<file path="config.mk">
export PLATFORM = sky130hd
export DESIGN_NAME = line_burst_adapter
export DESIGN_NICKNAME = d
export VERILOG_FILES = /design/src/rtl/rv32i_types.sv /design/src/rtl/line_beat_buffer.sv /design/src/rtl/line_burst_adapter.sv
export SDC_FILE = /design/constraint.sdc
export NUM_CORES = 1
export LEC_CHECK = 0
export BUFFER_PORTS_ARGS = -buffer_cell sky130_fd_sc_hd__buf_2
export CAP_MARGIN = 5
export CORE_MARGIN = 2
export CORE_UTILIZATION = 30
export CTS_CLUSTER_DIAMETER = 60
export CTS_CLUSTER_SIZE = 40
export DETAILED_ROUTE_END_ITERATION = 16
export SYNTH_ARGS = -nofsm -noshare
export SYNTH_HDL_FRONTEND = slang
export SYNTH_SLANG_ARGS = --single-unit
</file>
<file path="constraint.sdc">
create_clock -name clk -period 3.6 [get_ports clk]
set_clock_uncertainty 0.1 [all_clocks]
set_input_delay 0.18 -clock clk [delete_from_list [all_inputs] [get_ports clk]]
set_output_delay 0.18 -clock clk [all_outputs]
set_load 0.02 [all_outputs]
</file>
<file path="src/rtl/rv32i_types.sv">
// Shared definitions for the cache-line to burst adapter: FSM state encoding and beats per line.
package rv32i_types;

  localparam int LINE_BEATS = 4;

  typedef enum logic [2:0] {
    IDLE,
    RD_BURST,
    RD_DONE,
    WR_BURST,
    WR_DONE
  } line_adapter_state_t;

endpackage

</file>
<file path="src/rtl/line_beat_buffer.sv">
// Line gather/scatter buffer plus beat counter: full-line load, per-beat store/step, wraps after last beat.
// beat_dat_o is the slice under the counter; fill_o is the buffer with that slice replaced by beat_dat_i.
module line_beat_buffer
  import rv32i_types::*;
#(
  parameter int beat_width = 64
) (
  input  logic                               clk,
  input  logic                               rst,
  input  logic                               load_i,
  input  logic [LINE_BEATS*beat_width-1:0]   load_dat_i,
  input  logic                               step_i,
  input  logic                               store_i,
  input  logic [beat_width-1:0]              beat_dat_i,
  output logic [beat_width-1:0]              beat_dat_o,
  output logic [LINE_BEATS*beat_width-1:0]   fill_o,
  output logic                               last_o
);

  localparam int line_w = LINE_BEATS * beat_width;
  localparam int cnt_w  = $clog2(LINE_BEATS);

  logic [line_w-1:0] buf_q;
  logic [cnt_w-1:0]  beat_q;

  assign last_o     = (beat_q == cnt_w'(LINE_BEATS - 1));
  assign beat_dat_o = buf_q[int'(beat_q)*beat_width +: beat_width];

  always_comb begin
    fill_o = buf_q;
    fill_o[int'(beat_q)*beat_width +: beat_width] = beat_dat_i;
  end

  always_ff @(posedge clk) begin
    if (rst) begin
      buf_q  <= '0;
      beat_q <= '0;
    end else if (load_i) begin
      buf_q  <= load_dat_i;
      beat_q <= '0;
    end else if (step_i) begin
      if (store_i) buf_q <= fill_o;
      beat_q <= last_o ? '0 : beat_q + 1'b1;
    end
  end

endmodule

</file>
<file path="src/rtl/line_burst_adapter.sv">
// Converts 256-bit line reads/writes into 4x64-bit bursts; line_resp 5 cycles after request with no stalls.
// LINE_ADAPTER_POSTED_WRITE_EN acknowledges writes in the first burst cycle instead of after the last beat.
module line_burst_adapter
  import rv32i_types::*;
#(
  parameter int width      = 256,
  parameter int beat_width = 64,
  parameter int s_offset   = 5
) (
  input  logic                  clk,
  input  logic                  rst,
  input  logic                  line_read,
  input  logic                  line_write,
  input  logic [31:0]           line_address,
  input  logic [width-1:0]      line_wdata,
  output logic [width-1:0]      line_rdata,
  output logic                  line_resp,
  output logic                  burst_read,
  output logic                  burst_write,
  output logic [31:0]           burst_address,
  output logic [beat_width-1:0] burst_wdata,
  input  logic [beat_width-1:0] burst_rdata,
  input  logic                  burst_resp
);

  localparam logic [31:0] addr_mask = ~((32'd1 << s_offset) - 32'd1);

  line_adapter_state_t state_q;
  logic                burst_read_q;
  logic                burst_write_q;
  logic                line_resp_q;
  logic [31:0]         burst_address_q;
  logic [width-1:0]    line_rdata_q;
  logic [width-1:0]    fill_d;
  logic                last_beat;
  logic                load;
  logic                step;
  logic                store;

  assign load  = (state_q == IDLE) && line_write;
  assign step  = burst_resp && ((state_q == RD_BURST) || (state_q == WR_BURST));
  assign store = (state_q == RD_BURST);

  line_beat_buffer #(
    .beat_width(beat_width)
  ) u_buf (
    .clk       (clk),
    .rst       (rst),
    .load_i    (load),
    .load_dat_i(line_wdata),
    .step_i    (step),
    .store_i   (store),
    .beat_dat_i(burst_rdata),
    .beat_dat_o(burst_wdata),
    .fill_o    (fill_d),
    .last_o    (last_beat)
  );

  always_ff @(posedge clk) begin
    if (rst) begin
      state_q         <= IDLE;
      burst_read_q    <= 1'b0;
      burst_write_q   <= 1'b0;
      line_resp_q     <= 1'b0;
      burst_address_q <= '0;
      line_rdata_q    <= '0;
    end else begin
      line_resp_q <= 1'b0;
      case (state_q)
        IDLE: begin
          if (line_write) begin
            state_q         <= WR_BURST;
            burst_write_q   <= 1'b1;
            burst_address_q <= line_address & addr_mask;
`ifdef LINE_ADAPTER_POSTED_WRITE_EN
            line_resp_q     <= 1'b1;
`endif
          end else if (line_read) begin
            state_q         <= RD_BURST;
            burst_read_q    <= 1'b1;
            burst_address_q <= line_address & addr_mask;
          end
        end
        RD_BURST: begin
          // fill_d already contains the beat arriving this cycle
          if (burst_resp && last_beat) begin
            state_q      <= RD_DONE;
            burst_read_q <= 1'b0;
            line_resp_q  <= 1'b1;
            line_rdata_q <= fill_d;
          end
        end
        RD_DONE: state_q <= IDLE;
        WR_BURST: begin
          if (burst_resp && last_beat) begin
            state_q       <= WR_DONE;
            burst_write_q <= 1'b0;
`ifdef LINE_ADAPTER_POSTED_WRITE_EN
            line_resp_q   <= 1'b0;
`else
            line_resp_q   <= 1'b1;
`endif
          end
        end
        WR_DONE: state_q <= IDLE;
        default: state_q <= IDLE;
      endcase
    end
  end

  assign burst_read    = burst_read_q;
  assign burst_write   = burst_write_q;
  assign line_resp     = line_resp_q;
  assign burst_address = burst_address_q;
  assign line_rdata    = line_rdata_q;

endmodule

</file>
==> results of run 1 <==
## state kept, by name, summed over array words and instances, names as in the netlist
name / flops
burst_address: 27
burst_read: 1
burst_write: 1
line_rdata: 256
line_resp: 1
state_q: 3
u_buf.beat_q: 2
u_buf.buf_q: 256
## synth_stat cells, types with 2 or more instances
library cell	number	share of area, %
mux4_2	64	5.5
buf_1	11	0.16
a21oi_1	126	2.4
or3_1	3	0.072
and3b_1	2	0.067
nor3_1	3	0.058
o221ai_2	120	6.9
a21o_1	2	0.058
nand2_1	2	0.029
o21ai_0	27	0.52
buf_4	9	0.26
nor2_1	6	0.087
o2bb2ai_1	255	8.6
a22oi_1	47	1.4
nand3_1	28	0.54
a311oi_1	97	3.3
clkbuf_1	215	3.1
nor2b_1	97	2.3
inv_1	164	2.4
o221ai_1	38	1.3
a2bb2oi_1	111	3.7
buf_2	69	1.3
nor4bb_1	2	0.077
buf_6	25	1.1
ha_1	5	0.24
nand4_1	97	2.3
nand3b_1	159	4.6
a31oi_1	97	2.3
dfxtp_1	547	42
o22ai_1	98	2.4
## final cells by class
| cell class | instances | area [sq um] | share of cell area, % |
|---|---|---|---|
| multi-input combinational | 1512 | 13030 | 34.55 |
| sequential | 547 | 10960 | 29.05 |
| inverter | 164 | 615.6 | 1.632 |
| antenna | 21 | 52.55 | 0.1393 |
| timing repair buffer | 1290 | 9554 | 25.33 |
| tap | 1144 | 1431 | 3.795 |
| clock buffer | 62 | 1496 | 3.968 |
| clock inverter | 45 | 578.1 | 1.533 |
## routing by layer
layer  global-route usage (%)  routed length, um  vias to the layer above  part of all wire (%)
met5                        0                 44                        -                 0.038
met4                    12.78               5775                        6                   5.0
met3                    5.344               9335                      304                   8.1
met2                    39.35              53430                     1426                    46
met1                    31.65              47370                    13409                    41
li1                         -                  -                    12178                     -
## through the flow
stage | power [mW] | hold WS (ns) | instances
after floorplan | 8.676 | 0.2277 | 2553
after global placement | 9.668 | 0.3223 | 4142
after detailed placement | 9.703 | 0.3267 | 4142
after CTS | 16.88 | 0.2089 | 4764
after global routing | 17.45 | 0.2425 | 4781
final | 16.84 | 0.2590 | 4785
## worst min-delay path, cell delays in order
cell	delay, ns
dlygate4sd3_1	0.53
buf_2	0.12
nand3_1	0.06
a21oi_1	0.05
## worst max path at each step
stage,from,endpoint,slack [ns],cells past startpoint
2_1_floorplan,u_buf.beat_q[1]$_SDFFE_PP0P_,u_buf.buf_q[38]$_SDFFE_PP0P_,0.85,9
3_3_place_gp,u_buf.beat_q[1]$_SDFFE_PP0P_,u_buf.buf_q[124]$_SDFFE_PP0P_,0.78,7
3_5_place_dp,u_buf.beat_q[1]$_SDFFE_PP0P_,u_buf.buf_q[214]$_SDFFE_PP0P_,0.73,6
4_1_cts,u_buf.beat_q[1]$_SDFFE_PP0P_,u_buf.buf_q[124]$_SDFFE_PP0P_,0.21,8
5_1_grt,u_buf.beat_q[1]$_SDFFE_PP0P_,u_buf.buf_q[73]$_SDFFE_PP0P_,0.05,8
6_report,u_buf.beat_q[1]$_SDFFE_PP0P_,u_buf.buf_q[73]$_SDFFE_PP0P_,0.22,8
## cells by family (layout without fill, tap and decap cells)
| kind of cell | after synthesis | in the layout | share of synthesized area, % |
|---|---|---|---|
| XOR/XNOR | 1 | 1 | 0.03370 |
| other | 1 | 26 | 0.01443 |
| buffers and inverters | 494 | 1561 | 8.322 |
| AO/OA/AOI/OAI | 1026 | 1026 | 33.14 |
| adder cells (fa/ha/maj) | 5 | 5 | 0.2407 |
| flip-flops | 547 | 547 | 42.12 |
| multiplexers | 66 | 66 | 5.641 |
| AND/OR/NAND/NOR | 409 | 409 | 10.49 |
## power by group through the flow
stage	combinational, mW	clock, mW	sequential, mW
floorplan	1.96	0	6.71
global placement	2.91	0	6.76
detailed placement	2.94	0	6.76
CTS	3.55	6.70	6.63
global route	3.86	6.91	6.67
finish	3.61	6.59	6.64
==> results.toml, run 1 <==
[worst_setup_path]
cp_max_fo = 34
critPathSlowestCell = "buf_4"
crit_arrival_ns = 3.85
crit-reg2reg-launch = "u_buf.beat_q[1]$_SDFFE_PP0P_"
crit_chain = "inv_1 -> ha_4 -> buf_4 -> and4b_2 -> buf_4 -> a2bb2oi_1 -> o221ai_2 -> dlygate4sd3_1"
path_buf_inv = 4
critPathTopFamily = "buffers and inverters"
ff2ff_path_depth = 8
r2r_end = "u_buf.buf_q[73]$_SDFFE_PP0P_"
end_kind = "register"
crit_required_ns = 4.07
start_kind = "register"
reg2reg_slack_ns = 0.22
cp_common_cell = "buf_4"
criticalPathCategory = "reg2reg"
cpPeakStageDelay_ns = 0.59

[floorplan]
die_w_um = 298.4
fp-row-count = 107
die-area_sq_um = 89020
coreArea_sq_um = 85550
die_y_um = 298.4
ioPinCount = 712
initial_core_util_pct = 30.39

[clock_tree]
htreeDepth = 2
post_cts.repair.setup_buffers = 0
path_clk_slew_ns = 0.08
cts_root_buf = "clkbuf_16"
clockBufferDepth = 3
numCtsBuffers = 57
cts_resized = 0
cts_tree = "built"
clock-sinks = 547
cts_hold_buffers = 515
worstSkewPairLatency_ns = 0.62

[job]
drv_cap = 0

[timing]
hold_viol_final = 0
max_slew_margin_pct = 31.85
setup_slack_ns = 0.2171
fin_crit_sh_pct = 93.97
rsz0062_at_grt = "no"
min_period_ns = 3.383
setup_viol = 0
setup_tns_ns = 0
worst_pin_slew_ns = 1.022
max_freq_mhz = 295.6
slew_viol_final = 0

[drt]
vias_per_cell = 5.710
detail_route.first_pass.iterations = 7
ant_nets = 0
drt_iter0_markers = 2401
drc_errors = 0
num_vias = 27323
wl_per_cell_um = 24.23
wirelength_um = 116000

[min_path]
whs_path_depth = 4
min_to = "burst_address[15]$_SDFFE_PP0P_"
hold_path_class = "in2reg"
worstHoldStart = "line_address[15]"

[finish]
final_common_cell = "buf_2"
nNetsFinal = 3934
final_cell_mix = "buf_2, dfxtp_1, dlygate4sd3_1"
design_area_sq_um = 37720
fillers = 8035
area_delta_synth_final_pct = 45.09
final_util_pct = 44.09
layout-drive-gt1-share_pct = 30.11

[pwr]
clockPowerShare_pct = 39.1
p_sw_share_pct = 31.19
p_int_mw = 11.59
irDropWorstVdd_v = 0.0003532
power_density_nw_per_um2 = 446.4
comb_power_share_pct = 21.4
leakage_nw = 14.83
seqPwrFrac_pct = 39.4
p_sw_mw = 5.251

[run_status]
status = "finished, final reports clean"

[logic_synthesis]
ys.flop_type = "dfxtp_1"
yosysSeqAreaShare_pct = 42.12
syn-cell-area_sq_um = 26000
async_flop_share_pct = 0
synth_cell_types = 53
synthCells = 2549
synth_seq_cells = 547
synth_edf_count = 0
avgSynthCellArea_sq_um = 10.20
yosys_warnings = 0

[grt]
antenna_found_initial = 25
first_global_vias = 27122
grt.overflow.total = 0
grt_max_degree = 197
grt_pass1_wl_um = 172600
grt_util_all_layers_pct = 24.78

[placement]
port_buffers = 701
place_area_sq_um = 30440
gp_congestion = 0.8374
dpl.hpwl_um = 71830
pre_cts_ws_ns = 0.7336
Note: power is estimated with default switching activity, not from simulation.
==> inputs of run 2 (changes only) <==
PLACE_DENSITY_LB_ADDON = 0.12   (was default)
==> run 2 against run 1 <==
  * Critical path depth down 3
  * Non-clock buffer count shrank 18
  * Via count decreased by 0.92%
  * Clock-buffer cell count grew 12
  * First-iteration DRC count decreased by 21%
  * Total power rose by 2.2%
  * Worst setup slack got worse by 0.020 ns
  * Sequential power is essentially flat
  * Wire length increased by 6.8%
  * Worst hold slack worse by 0.21 ns
  * Design area shrank 0.29%
  * Critical path type unchanged
  * Largest cell class unchanged
==> results.toml, run 2 (synthesis gave the netlist of run 1 again) <==
[worst_setup_path]
critPathTopFamily = "simple AND/OR/NAND/NOR gates"
crit-reg2reg-launch = "state_q[0]$_SDFFE_PP0P_"
crit_chain = "nand2_4 -> or4_4 -> buf_12 -> o221ai_2 -> dlygate4sd3_1"
path_buf_inv = 2
crit_required_ns = 4.07
ff2ff_path_depth = 5
critPathSlowestCell = "or4_4"
cpPeakStageDelay_ns = 0.77
criticalPathCategory = "reg2reg"
cp_max_fo = 80
reg2reg_slack_ns = 0.20
r2r_end = "u_buf.buf_q[48]$_SDFFE_PP0P_"
start_kind = "register"
end_kind = "register"
crit_arrival_ns = 3.88

[clock_tree]
post_cts.repair.setup_buffers = 0
clockBufferDepth = 3
numCtsBuffers = 61
htreeDepth = 2
cts_tree = "built"
worstSkewPairLatency_ns = 0.63
clock-sinks = 547
cts_root_buf = "clkbuf_16"
path_clk_slew_ns = 0.07

[floorplan]
ioPinCount = 712
die_y_um = 298.4
fp-row-count = 107
initial_core_util_pct = 30.39
die_w_um = 298.4
coreArea_sq_um = 85550
die-area_sq_um = 89020

[timing]
setup_slack_ns = 0.1973
rsz0062_at_grt = "no"
slew_viol_final = 0
worst_pin_slew_ns = 1.184
setup_viol = 0
max_slew_margin_pct = 20.81
setup_tns_ns = 0
fin_crit_sh_pct = 94.52
hold_viol_final = 0
max_freq_mhz = 293.9
min_period_ns = 3.403

[grt]
grt_max_degree = 197
grt.overflow.total = 0
grt_pass1_wl_um = 183500
grt_util_all_layers_pct = 26.64
first_global_vias = 27996
antenna_found_initial = 25

[min_path]
worstHoldStart = "rst"
hold_path_class = "in2reg"
whs_path_depth = 2
min_to = "burst_address[5]$_SDFFE_PP0P_"

[drt]
wirelength_um = 123800
detail_route.first_pass.iterations = 5
drt_iter0_markers = 1900
drc_errors = 0
num_vias = 27071
vias_per_cell = 5.682
ant_nets = 0
wl_per_cell_um = 25.99

[pwr]
power_mw = 17.21
irDropWorstVdd_v = 0.0003105
leakage_nw = 14.80
power_density_nw_per_um2 = 457.7

[finish]
final_common_cell = "buf_2"
final_cell_mix = "buf_2, dfxtp_1, dlygate4sd3_1"
nNetsFinal = 3920
layout-drive-gt1-share_pct = 29.82
area_delta_synth_final_pct = 44.67

[placement]
dpl.hpwl_um = 74520
gp_congestion = 0.8221
port_buffers = 701
pre_cts_ws_ns = 0.5286

[run_status]
status = "finished, final reports clean"

[job]
drv_cap = 0
run 2: layout make-up:
cell class              instances  area (sq um)
diodes                         12         30.03
inverters                     164         615.6
clock buffers                  74          1677
fillers                      8209         47940
multi-input cells            1512         13040
well taps                    1144          1431
clock inverters                39         504.2
flip-flops and latches        547         10960
repair buffers               1272          9351
run 2: through the flow:
step | instance area, sq um | hold slack [ns] | std cells | utilization (%)
5_1_grt | 37600 | 0.04704 | 4760 | 43.95
4_1_cts | 37560 | 0.00002998 | 4752 | 43.91
3_5_place_dp | 30240 | 0.3267 | 4125 | 35.35
3_3_place_gp | 30240 | 0.3293 | 4125 | 35.35
6_report | 37610 | 0.04636 | 4764 | 43.96
2_1_floorplan | 26010 | 0.2277 | 2553 | -
run 2: worst register-to-register path, delay by kind of cell (launching register included):
kind	cells	cell delay, ns
AO/OA/AOI/OAI	1	0.60
buffers and inverters	2	0.90
flip-flops	1	0.68
AND/OR/NAND/NOR	2	1.06
run 2: power breakdown:
part           internal [mW]  switching [mW]  leakage [nW]
registers               6.40           0.252          4.46
logic                   1.65            1.98          9.29
clock network           3.95            2.98          1.05
total                   12.0            5.21          14.8
run 2: layer usage:
layer	up-vias	share of wire, %	routed length, um	GRT usage [%]
met5	-	0.11	142	0
li1	12141	-	-	-
met1	13446	41	50850	33.61
met4	22	4.2	5261	11.15
met3	301	7.5	9332	6.121
met2	1161	47	58230	43.72
run 2: worst max path at each step:
stage	from	cells past startpoint	end
floorplan	u_buf.beat_q[1]$_SDFFE_PP0P_	9	u_buf.buf_q[38]$_SDFFE_PP0P_
global placement	u_buf.beat_q[1]$_SDFFE_PP0P_	7	u_buf.buf_q[118]$_SDFFE_PP0P_
detailed placement	u_buf.beat_q[1]$_SDFFE_PP0P_	7	u_buf.buf_q[105]$_SDFFE_PP0P_
CTS	u_buf.beat_q[1]$_SDFFE_PP0P_	8	u_buf.buf_q[252]$_SDFFE_PP0P_
global route	u_buf.beat_q[0]$_SDFFE_PP0P_	6	u_buf.buf_q[243]$_SDFFE_PP0P_
finish	state_q[0]$_SDFFE_PP0P_	5	u_buf.buf_q[48]$_SDFFE_PP0P_
run 2: what timing repair did:
item                                    in CTS  in global routing
endpoints found under the setup margin       0                 37
endpoints found under the hold margin      545                  0
hold buffers                               514                  0
resized for setup                            0                  4
==> inputs of run 3 (changes only) <==
CORE_MARGIN = default   (was 2)
clock period = 4.18 ns   (was 3.6 ns; I/O delays follow)
==> run 3 against run 2 <==
  * Register-to-register slack improved by 0.50 ns
  * Cell count increased by 0.10%
  * Critical path depth rose by 2
  * Via count rose by 0.26%
  * Combinational power is 14% lower
  * First-iteration DRC count rose by 2.6%
  * Critical endpoint is now u_buf.buf_q[42]$_SDFFE_PP0P_
  * Worst setup slack improved by 0.50 ns
  * Highest routed layer unchanged
==> results.toml, run 3 (synthesis gave the netlist of run 1 again) <==
[floorplan]
die-area_sq_um = 87840
ioPinCount = 712
initial_core_util_pct = 30.39
die_y_um = 296.4
coreArea_sq_um = 85550
die_w_um = 296.4
fp-row-count = 107

[min_path]
hold_path_class = "in2reg"
worstHoldStart = "line_address[23]"
min_to = "burst_address[23]$_SDFFE_PP0P_"
whs_path_depth = 4

[timing]
max_freq_mhz = 286.8
fin_crit_sh_pct = 83.42
setup_viol = 0
hold_viol_final = 0
min_period_ns = 3.487
hold_ws_ns = 0.2790
setup_tns_ns = 0
max_slew_margin_pct = 29.58
slew_viol_final = 0
worst_pin_slew_ns = 1.056
rsz0062_at_grt = "no"

[finish]
final_common_cell = "buf_2"
instances_no_fill = 4769
final_cell_mix = "buf_2, dfxtp_1, dlygate4sd3_1"
fillers = 8217
seqCellArea_sq_um = 10960
design_area_sq_um = 37670
nNetsFinal = 3912
multi_input_area_sq_um = 13030
layout-drive-gt1-share_pct = 29.84
area_delta_synth_final_pct = 44.89

[worst_setup_path]
critPathTopFamily = "buffers and inverters"
ff2ff_path_depth = 7
r2r_end = "u_buf.buf_q[42]$_SDFFE_PP0P_"
critPathSlowestCell = "ha_4"
path_buf_inv = 3
cp_max_fo = 64
crit-reg2reg-launch = "u_buf.beat_q[0]$_SDFFE_PP0P_"
crit_required_ns = 4.62
reg2reg_slack_ns = 0.69
end_kind = "register"
start_kind = "register"
criticalPathCategory = "reg2reg"
cpPeakStageDelay_ns = 0.69
crit_arrival_ns = 3.93
crit_chain = "inv_1 -> ha_4 -> nor4bb_4 -> buf_12 -> a2bb2oi_1 -> o221ai_2 -> dlygate4sd3_1"

[job]
drv_cap = 0

[pwr]
p_sw_share_pct = 30.63
seqPwrFrac_pct = 37.9
leakage_nw = 14.81
irDropWorstVdd_v = 0.0002814
power_density_nw_per_um2 = 401.0
p_int_mw = 10.48
p_sw_mw = 4.626
comb_power_share_pct = 20.6
power_mw = 15.10
clockPowerShare_pct = 41.4

[grt]
grt.overflow.total = 0
grt_max_degree = 155
first_global_vias = 27364
grt_util_all_layers_pct = 26.70
antenna_found_initial = 28
grt_pass1_wl_um = 177800

[clock_tree]
cts_root_buf = "clkbuf_16"
cts_tree = "built"
clockBufferDepth = 3
numCtsBuffers = 67
cts_resized = 0
clock-sinks = 547
htreeDepth = 3
path_clk_slew_ns = 0.07
worstSkewPairLatency_ns = 0.63

[drt]
num_vias = 27141
wl_per_cell_um = 25.78
wirelength_um = 122900
vias_per_cell = 5.691
drt_iter0_markers = 1949
ant_nets = 0
detail_route.first_pass.iterations = 5
drc_errors = 0

[run_status]
status = "finished, final reports clean"

[placement]
port_buffers = 701
dp_cells = 4118
dpl.hpwl_um = 72790
gp_congestion = 0.8163
place_area_sq_um = 30220
-- run 3: repair_timing --
item,4_1_cts,5_1_grt
hold buffers,507,0
hold endpoints to repair,542,0
buffers inserted,0,0
-- run 3: worst max-delay path by stage --
stage,slack (ns),from,cells after the start,endpoint
2_1_floorplan,1.43,u_buf.beat_q[1]$_SDFFE_PP0P_,9,u_buf.buf_q[38]$_SDFFE_PP0P_
3_3_place_gp,1.27,u_buf.beat_q[0]$_SDFFE_PP0P_,6,u_buf.buf_q[30]$_SDFFE_PP0P_
3_5_place_dp,1.20,u_buf.beat_q[0]$_SDFFE_PP0P_,5,line_rdata[160]$_SDFFE_PP0P_
4_1_cts,0.68,u_buf.beat_q[0]$_SDFFE_PP0P_,7,u_buf.buf_q[52]$_SDFFE_PP0P_
5_1_grt,0.54,u_buf.beat_q[0]$_SDFFE_PP0P_,5,u_buf.buf_q[85]$_SDFFE_PP0P_
6_report,0.69,u_buf.beat_q[0]$_SDFFE_PP0P_,7,u_buf.buf_q[42]$_SDFFE_PP0P_
-- run 3: routing by layer --
metal  wire, um  track usage (%)  vias up
met5        101                0        -
met3       9264            5.828      285
met2      57200            42.93     1171
met1      50900            33.82    13519
met4       5462            12.81       16
li1           -                -    12150
-- run 3: layout make-up --
class | instances | area share [%]
clock buffers | 78 | 4.754
flip-flops and latches | 547 | 29.09
multi-input cells | 1512 | 34.60
clock inverters | 43 | 1.395
repair buffers | 1258 | 24.57
diodes | 23 | 0.1528
well taps | 1144 | 3.800
inverters | 164 | 1.634
-- run 3: power groups by stage --
stage          registers [mW]  clock network, mW  logic (mW)
3_5_place_dp             5.83                  0        2.56
3_3_place_gp             5.82                  0        2.51
6_report                 5.73               6.26        3.11
4_1_cts                  5.72               6.36        3.08
2_1_floorplan            5.78                  0        1.69
5_1_grt                  5.76               6.56        3.32
-- run 3: tightest hold or removal path, stage by stage --
cell	delay (ns)
dlygate4sd3_1	0.53
buf_2	0.12
nand3_1	0.05
a21oi_1	0.05
-- run 3: per-stage QoR --
step,utilization [%],worst slack (ns)
global route,44.01,0.5369
finish,44.03,0.6932
detailed placement,35.32,1.197
global placement,35.32,1.269
floorplan,-,1.425
CTS,43.96,0.6824
